$ cat src/rtl/axil_reg_slave.sv
// AXI4-Lite register-file responder; define AXIL_REG_SLAVE_ERR_EN for SLVERR on out-of-range words (else index wraps).
// Latency: B valid one edge after the later of the AW/W handshakes; R valid on the AR handshake edge.
// Backpressure: AW/W each stall while captured or while B is unacknowledged; AR stalls while R is held.
module axil_reg_slave #(
    parameter int DATA_WIDTH = 32,
    parameter int ADDR_WIDTH = 8,
    parameter int RESP_WIDTH = 3,
    parameter int DEPTH      = 4
) (
    input  logic                    s_axi_aclk,
    input  logic                    s_axi_aresetn,
    input  logic [ADDR_WIDTH-1:0]   s_axi_awaddr,
    input  logic                    s_axi_awvalid,
    output logic                    s_axi_awready,
    input  logic [DATA_WIDTH-1:0]   s_axi_wdata,
    input  logic [DATA_WIDTH/8:0]   s_axi_wstrb,
    input  logic                    s_axi_wvalid,
    output logic                    s_axi_wready,
    output logic [RESP_WIDTH-1:0]   s_axi_bresp,
    output logic                    s_axi_bvalid,
    input  logic                    s_axi_bready,
    input  logic [ADDR_WIDTH-1:0]   s_axi_araddr,
    input  logic                    s_axi_arvalid,
    output logic                    s_axi_arready,
    output logic [DATA_WIDTH-1:0]   s_axi_rdata,
    output logic [RESP_WIDTH-1:0]   s_axi_rresp,
    output logic                    s_axi_rvalid,
    input  logic                    s_axi_rready
);

    localparam int NB = DATA_WIDTH / 8;
    localparam int IW = ADDR_WIDTH - 2;
    localparam int MW = (DEPTH > 1) ? $clog2(DEPTH) : 1;
    localparam logic [RESP_WIDTH-1:0] RESP_OKAY   = '0;
    localparam logic [RESP_WIDTH-1:0] RESP_SLVERR = RESP_WIDTH'(2);

    logic [DATA_WIDTH-1:0] mem [DEPTH];
    logic                  aw_full;
    logic                  w_full;
    logic [IW-1:0]         aw_idx;
    logic [DATA_WIDTH-1:0] w_data;
    logic [NB-1:0]         w_strb;
    logic [IW-1:0]         ar_idx;
    logic [MW-1:0]         aw_sel;
    logic [MW-1:0]         ar_sel;
    logic                  aw_hit;
    logic                  ar_hit;
    logic                  unused_ok;

    assign ar_idx = s_axi_araddr[ADDR_WIDTH-1:2];
    // Low index bits select the word; without the error option this is the wrap.
    assign aw_sel = aw_idx[MW-1:0];
    assign ar_sel = ar_idx[MW-1:0];

`ifdef AXIL_REG_SLAVE_ERR_EN
    assign aw_hit = 32'(aw_idx) < DEPTH;
    assign ar_hit = 32'(ar_idx) < DEPTH;
`else
    assign aw_hit = 1'b1;
    assign ar_hit = 1'b1;
`endif

    assign unused_ok = ^{s_axi_awaddr[1:0], s_axi_araddr[1:0], s_axi_wstrb[NB], aw_idx, ar_idx};

    assign s_axi_awready = s_axi_aresetn & ~aw_full & ~s_axi_bvalid;
    assign s_axi_wready  = s_axi_aresetn & ~w_full  & ~s_axi_bvalid;
    assign s_axi_arready = s_axi_aresetn & ~s_axi_rvalid;

    always_ff @(posedge s_axi_aclk or negedge s_axi_aresetn) begin
        if (!s_axi_aresetn) begin
            aw_full      <= 1'b0;
            w_full       <= 1'b0;
            aw_idx       <= '0;
            w_data       <= '0;
            w_strb       <= '0;
            s_axi_bvalid <= 1'b0;
            s_axi_bresp  <= RESP_OKAY;
            for (int d = 0; d < DEPTH; d++) begin
                mem[d] <= '0;
            end
        end else begin
            if (s_axi_bvalid && s_axi_bready) begin
                s_axi_bvalid <= 1'b0;
            end
            if (aw_full && w_full) begin
                aw_full      <= 1'b0;
                w_full       <= 1'b0;
                s_axi_bvalid <= 1'b1;
                s_axi_bresp  <= aw_hit ? RESP_OKAY : RESP_SLVERR;
                if (aw_hit) begin
                    for (int i = 0; i < NB; i++) begin
                        if (w_strb[i]) begin
                            mem[aw_sel][8*i +: 8] <= w_data[8*i +: 8];
                        end
                    end
                end
            end else begin
                if (s_axi_awvalid && s_axi_awready) begin
                    aw_full <= 1'b1;
                    aw_idx  <= s_axi_awaddr[ADDR_WIDTH-1:2];
                end
                if (s_axi_wvalid && s_axi_wready) begin
                    w_full <= 1'b1;
                    w_data <= s_axi_wdata;
                    w_strb <= s_axi_wstrb[NB-1:0];
                end
            end
        end
    end

    // Reads sample mem before this edge's commit lands, giving read-first ordering.
    always_ff @(posedge s_axi_aclk or negedge s_axi_aresetn) begin
        if (!s_axi_aresetn) begin
            s_axi_rvalid <= 1'b0;
            s_axi_rdata  <= '0;
            s_axi_rresp  <= RESP_OKAY;
        end else begin
            if (s_axi_rvalid && s_axi_rready) begin
                s_axi_rvalid <= 1'b0;
            end
            if (s_axi_arvalid && s_axi_arready) begin
                s_axi_rvalid <= 1'b1;
                s_axi_rdata  <= ar_hit ? mem[ar_sel] : '0;
                s_axi_rresp  <= ar_hit ? RESP_OKAY : RESP_SLVERR;
            end
        end
    end

endmodule

$ cat config.mk
export PLATFORM = sky130hd
export DESIGN_NAME = axil_reg_slave
export DESIGN_NICKNAME = d
export VERILOG_FILES = /design/src/rtl/axil_reg_slave.sv
export SDC_FILE = /design/constraint.sdc
export NUM_CORES = 1
export LEC_CHECK = 0
export ABC_AREA = 1
export CORE_MARGIN = 2
export CORE_UTILIZATION = 25
export CTS_CLUSTER_DIAMETER = 100
export CTS_CLUSTER_SIZE = 25
export DETAILED_ROUTE_END_ITERATION = 6
export HOLD_SLACK_MARGIN = 0.1
export PLACE_DENSITY = 0.49
export SKIP_LAST_GASP = 1
export SLEW_MARGIN = 20
export SYNTH_ARGS = -nofsm -noshare
export SYNTH_HDL_FRONTEND = slang
export SYNTH_SLANG_ARGS = --single-unit
$ cat constraint.sdc
create_clock -name s_axi_aclk -period 3.6 [get_ports s_axi_aclk]
set_input_delay 0.36 -clock s_axi_aclk [delete_from_list [all_inputs] [get_ports s_axi_aclk]]
set_output_delay 0.36 -clock s_axi_aclk [all_outputs]
set_load 0.01 [all_outputs]
# --- Word-level counts from Yosys, hierarchy flattened ---
# Cells that the tools add are included.
word_totals:
  ff_bits: 202
  inputBits: 60
  out_inout_bits: 43
  wordCells: 70
op_classes:
  n_lt_le_gt_ge: 3
  n_mux: 30
  bitwise: 12
  n_reduce_logical: 13
ops:
  columns: ["cell", "n"]
  rows:
  - ["2-to-1 mux 128 bit", 7]
  - ["bitwise mux 128 bit", 4]
  - ["demux 32 bit (select 2 bit)", 4]
  - ["2-to-1 mux 32 bit", 3]
  - ["binary-select mux 32 bit (select 2 bit)", 1]
  - ["2-to-1 mux 24 bit", 1]
  - ["2-to-1 mux 16 bit", 1]
  - ["2-to-1 mux 1 bit", 8]
  - ["2-to-1 mux 8 bit", 1]
  - ["nonzero test 2 bit", 4]
  - ["logical AND 1 bit", 7]
  - ["greater-or-equal comparator 3 bit, second input constant", 2]
  - ["NOT 2 -> 3 bit", 2]
  - ["bitwise AND 1 bit", 5]
  - ["NOT 1 bit", 5]
  - ["AND reduction 2 bit", 2]
  - ["less-than comparator 3 x 1 -> 1 bit, second input constant", 1]

# --- Logic depth before layout (Yosys ltp) ---
logic_depth:
  ltp_word: 16
  ltp_mapped: 7
  mapped_depth_nobuf: 6

# --- Least setup slack after synthesis ---
# No wires, ideal clock.
synth_path:
  path_kind: "reg2out"
  startpoint: "register w_full"
  endpoint: "output s_axi_wready"
  arrival_ns: 0.928
  t_required_ns: 3.240
  setup_slack_ns: 2.312
  stages_incl_launch_ff: 4
  n_path_buf: 2
  path_cell_list: "dfrtp_1 -> nor3_2 -> buf_4 -> buf_4"
synth_via:
  elab_chain_len: 3
synth_lines:
  columns: ["item", "line", "rtl"]
  rows:
  - ["start, declared", "39", "logic w_full;"]
  - ["start signal, assigned", "72", "w_full <= 1'b0;"]
  - ["start signal, assigned", "87", "w_full <= 1'b0;"]
  - ["start signal, assigned", "103", "w_full <= 1'b1;"]
  - ["NOT 1 bit", "66", "assign s_axi_wready = s_axi_aresetn & ~w_full & ~s_axi_bvalid;"]
  - ["bitwise AND 1 bit (2 in a row)", "66", null]
  - ["end, declared", "18", "output logic s_axi_wready,"]
# No other way between the ends.

# --- Worst setup path in the final report ---
layout_path:
  startpoint: "input s_axi_aresetn"
  endpoint: "output s_axi_awready"
layout_via:
  elab_chain_len: 2
layout_lines:
  columns: ["item", "line", "rtl"]
  rows:
  - ["start, declared", "11", "input logic s_axi_aresetn,"]
  - ["bitwise AND 1 bit (2 in a row)", "65", "assign s_axi_awready = s_axi_aresetn & ~aw_full & ~s_axi_bvalid;"]
  - ["end, declared", "14", "output logic s_axi_awready,"]
# No other way between the ends.

==> flow_metrics.env <==
export IMPL_htree_num_levels=1
export IMPL_dominantRegCellSynth="dfrtp_1"
export IMPL_cts_tree="done"
export IMPL_critPathKind="in -> out"
export IMPL_grt_overflow_total=0
export IMPL_regArea_sq_mm=0.00505
export IMPL_die_width_um=200
export IMPL_die_area_sq_mm=0.0400
export IMPL_async_reset_ff_share_pct=100
export IMPL_synth_edff_count=0
export IMPL_slew_headroom_pct=40.4
export IMPL_worst_endpoint_required_ns=3.24
export IMPL_fmax_ghz=0.347
export IMPL_timing_critical_path_fanout_max=35
export IMPL_design_portCount=103
export IMPL_cts_buffers_inserted=12
export IMPL_post_synth_main_area_contributors="dfrtp_1 (53%), nand2_1 (18%), o21ai_2 (8.9%)"
export IMPL_start_util_pct=25.4
export IMPL_report_final_setup_viol=0
export IMPL_static_leakage_power_nw=5.50
export IMPL_finalCriticalPeriod_ns=2.88
export IMPL_maxCapViolCount=0
export IMPL_crit_path_end_kind="output pin"
export IMPL_core_area_sq_mm=0.0378
export IMPL_worst_skew_late_latency_ns=0.48
export IMPL_drt_pass1_iterations=4
export IMPL_grt_max_degree=71
export IMPL_postCtsSetupRepairBufs=0
export IMPL_finalHoldViolCount=0
export IMPL_place_detailed_hpwl_um=15400
export IMPL_power_density_mw_per_mm2=711
export IMPL_vias_per_cell=4.09
export IMPL_grt_antenna_before_repair=0
export IMPL_rows=71
export IMPL_maximum_vdd_drop_uv=238
export IMPL_port_buffers=83
export IMPL_final_cell_area_sq_mm=0.0112
export IMPL_critical_path_arrival_ns=2.52
export IMPL_drtIter0Drc=480
export IMPL_timing_setup_tns_ns=0
export IMPL_synth_largest_type_area_fraction_pct=52.7
export IMPL_nets=1280
export IMPL_first_global_vias=7064
export IMPL_wl_per_cell_um=14.0
export IMPL_timing_final_max_slew_violations=0
export IMPL_final_util_pct=29.6
export IMPL_cts_root_buf="clkbuf_16"
export IMPL_clockBufferDepth=3
export IMPL_synth_commonest_cells="nand2_1 (466), dfrtp_1 (202), inv_1 (169), nand3_1 (102), o21ai_2 (98)"
export IMPL_period_share_pct=80.1
export IMPL_yosys_cell_count_top_type="nand2_1"
export IMPL_status="finished, final reports clean"
export IMPL_vias=7090
export IMPL_timing_hold_ws_ns=0.341
export IMPL_layout_area_overhead_vs_synth_pct=16.4
export IMPL_yosys_warnings=0
export IMPL_worst_clock_skew_ns=0.0276
export IMPL_finalWirelength_um=24300
export IMPL_place_congestion=0.707
export IMPL_placed_area_sq_mm=0.0108
export IMPL_multi_input_comb_area_sq_mm=0.00352
export IMPL_synth_seq_cells=202
export IMPL_sink_count_of_the_clock_tree=202
export IMPL_global_route_usage_total_pct=12.6
export IMPL_die_y_um=200
export IMPL_holdCritPathClass="in -> async"
export IMPL_grt_pass1_wl_um=39500
export IMPL_synth_cell_types=21
export IMPL_syn_inst=1162
export IMPL_synth_avg_cell_area_sq_um=8.26
export IMPL_yosys_area_top_type="dfrtp_1"
export IMPL_drt_drc_violations_left=0
export IMPL_final_antenna_net_count=0
export IMPL_synthesized_area_sq_mm=0.00960
export IMPL_worst_slew_pin_slew_ns=0.895
export IMPL_rsz0062_at_grt="no"
export IMPL_nFillCells=4099
export IMPL_critPathLaunchType="input pin"
export IMPL_n_antenna_cell=0
export IMPL_detailedPlace_worstSlack_ns=1.07
export IMPL_final_layout_size_suffix_gt1_share_pct=13.2
export IMPL_share_of_the_yosys_chip_area_belonging_to_registers_pct=52.7
export IMPL_setup_slack_ns=0.718
export IMPL_clk_pin_slew_ns=0.10
-- repair_timing --
action                    in CTS  in global routing
hold endpoints to repair      31                  0
hold buffers                   1                  0
resized for setup              0                  0
-- layer usage --
metal	global-route usage [%]	vias up	routed length, um
li1	-	3654	-
met1	17.2	3338	11500
met2	21.6	77	11700
met3	1.60	21	674
met4	2.63	0	349
met5	0	-	0
-- state kept, by name (all words and copies together) (netlist names) --
name	cells
aw_full	1
s_axi_rvalid	1
s_axi_rdata	32
mem	128
w_data	32
w_strb	4
w_full	1
s_axi_bvalid	1
aw_idx	2
-- per-stage QoR --
stage,power (mW),std cells
floorplan,5.68,1167
global placement,6.49,1716
detailed placement,6.56,1716
CTS,8.10,1734
global route,8.66,1734
finish,7.94,1734
-- final cells by class --
class                           count  area share, %
Inverter                          174           5.85
Clock buffer                       15           3.07
Tap cell                          511           5.72
Clock inverter                      2          0.224
Timing Repair Buffer               98           8.41
Sequential cell                   202           45.3
Multi-Input combinational cell    732           31.5
-- layout by cell type (no fill, tap or decap), types with 2 or more instances in the layout --
cell and instances:
nand2_2 16, dfrtp_1 202, clkbuf_16 13, o21ai_1 30
nor2_4 6, o21ai_0 3, clkdlybuf4s50_1 80, o21ai_2 98
inv_2 5, buf_4 14, clkbuf_8 2, buf_2 2
inv_1 169, conb_1 6, nand2_1 466, nand3_1 102
-- cell families (layout without fill, tap and decap cells) --
| kind of cell | after synthesis | count (layout) | synth area share, % |
|---|---|---|---|
| buf+inv | 233 | 289 | 11.0 |
| compound gates | 131 | 131 | 10.7 |
| other cells | 1 | 6 | 0.0391 |
| simple gates | 595 | 595 | 25.7 |
| flops | 202 | 202 | 52.7 |
-- where the power goes --
group          switching, mW  leakage [nW]  internal [mW]
registers              0.534          2.67           3.21
clock network          0.793         0.182          0.693
logic                   1.64          2.64           1.07
-- path summary, 6_finish.rpt --
check                                     start            end  slack [ns]  depth (start not counted)
max in group asynchronous         s_axi_aresetn        mem[18]        2.08                          3
min in group s_axi_aclk         s_axi_wdata[16]     w_data[16]        0.43                          3
worst max-delay path              s_axi_aresetn  s_axi_awready        0.72                          5
worst max register to register     s_axi_bvalid      w_data[5]        1.53                          5
worst min register to register        w_data[1]      w_data[1]        0.48                          2
worst min-delay path              s_axi_aresetn      w_data[7]        0.34                          2
-- worst max-delay path, stage by stage --
cell and delay [ns]:
dlygate4sd3_1 0.53, clkbuf_8 0.31, inv_1 0.20, nor3_1 0.45, clkdlybuf4s50_1 0.64
Note: power is estimated with default switching activity, not from simulation.
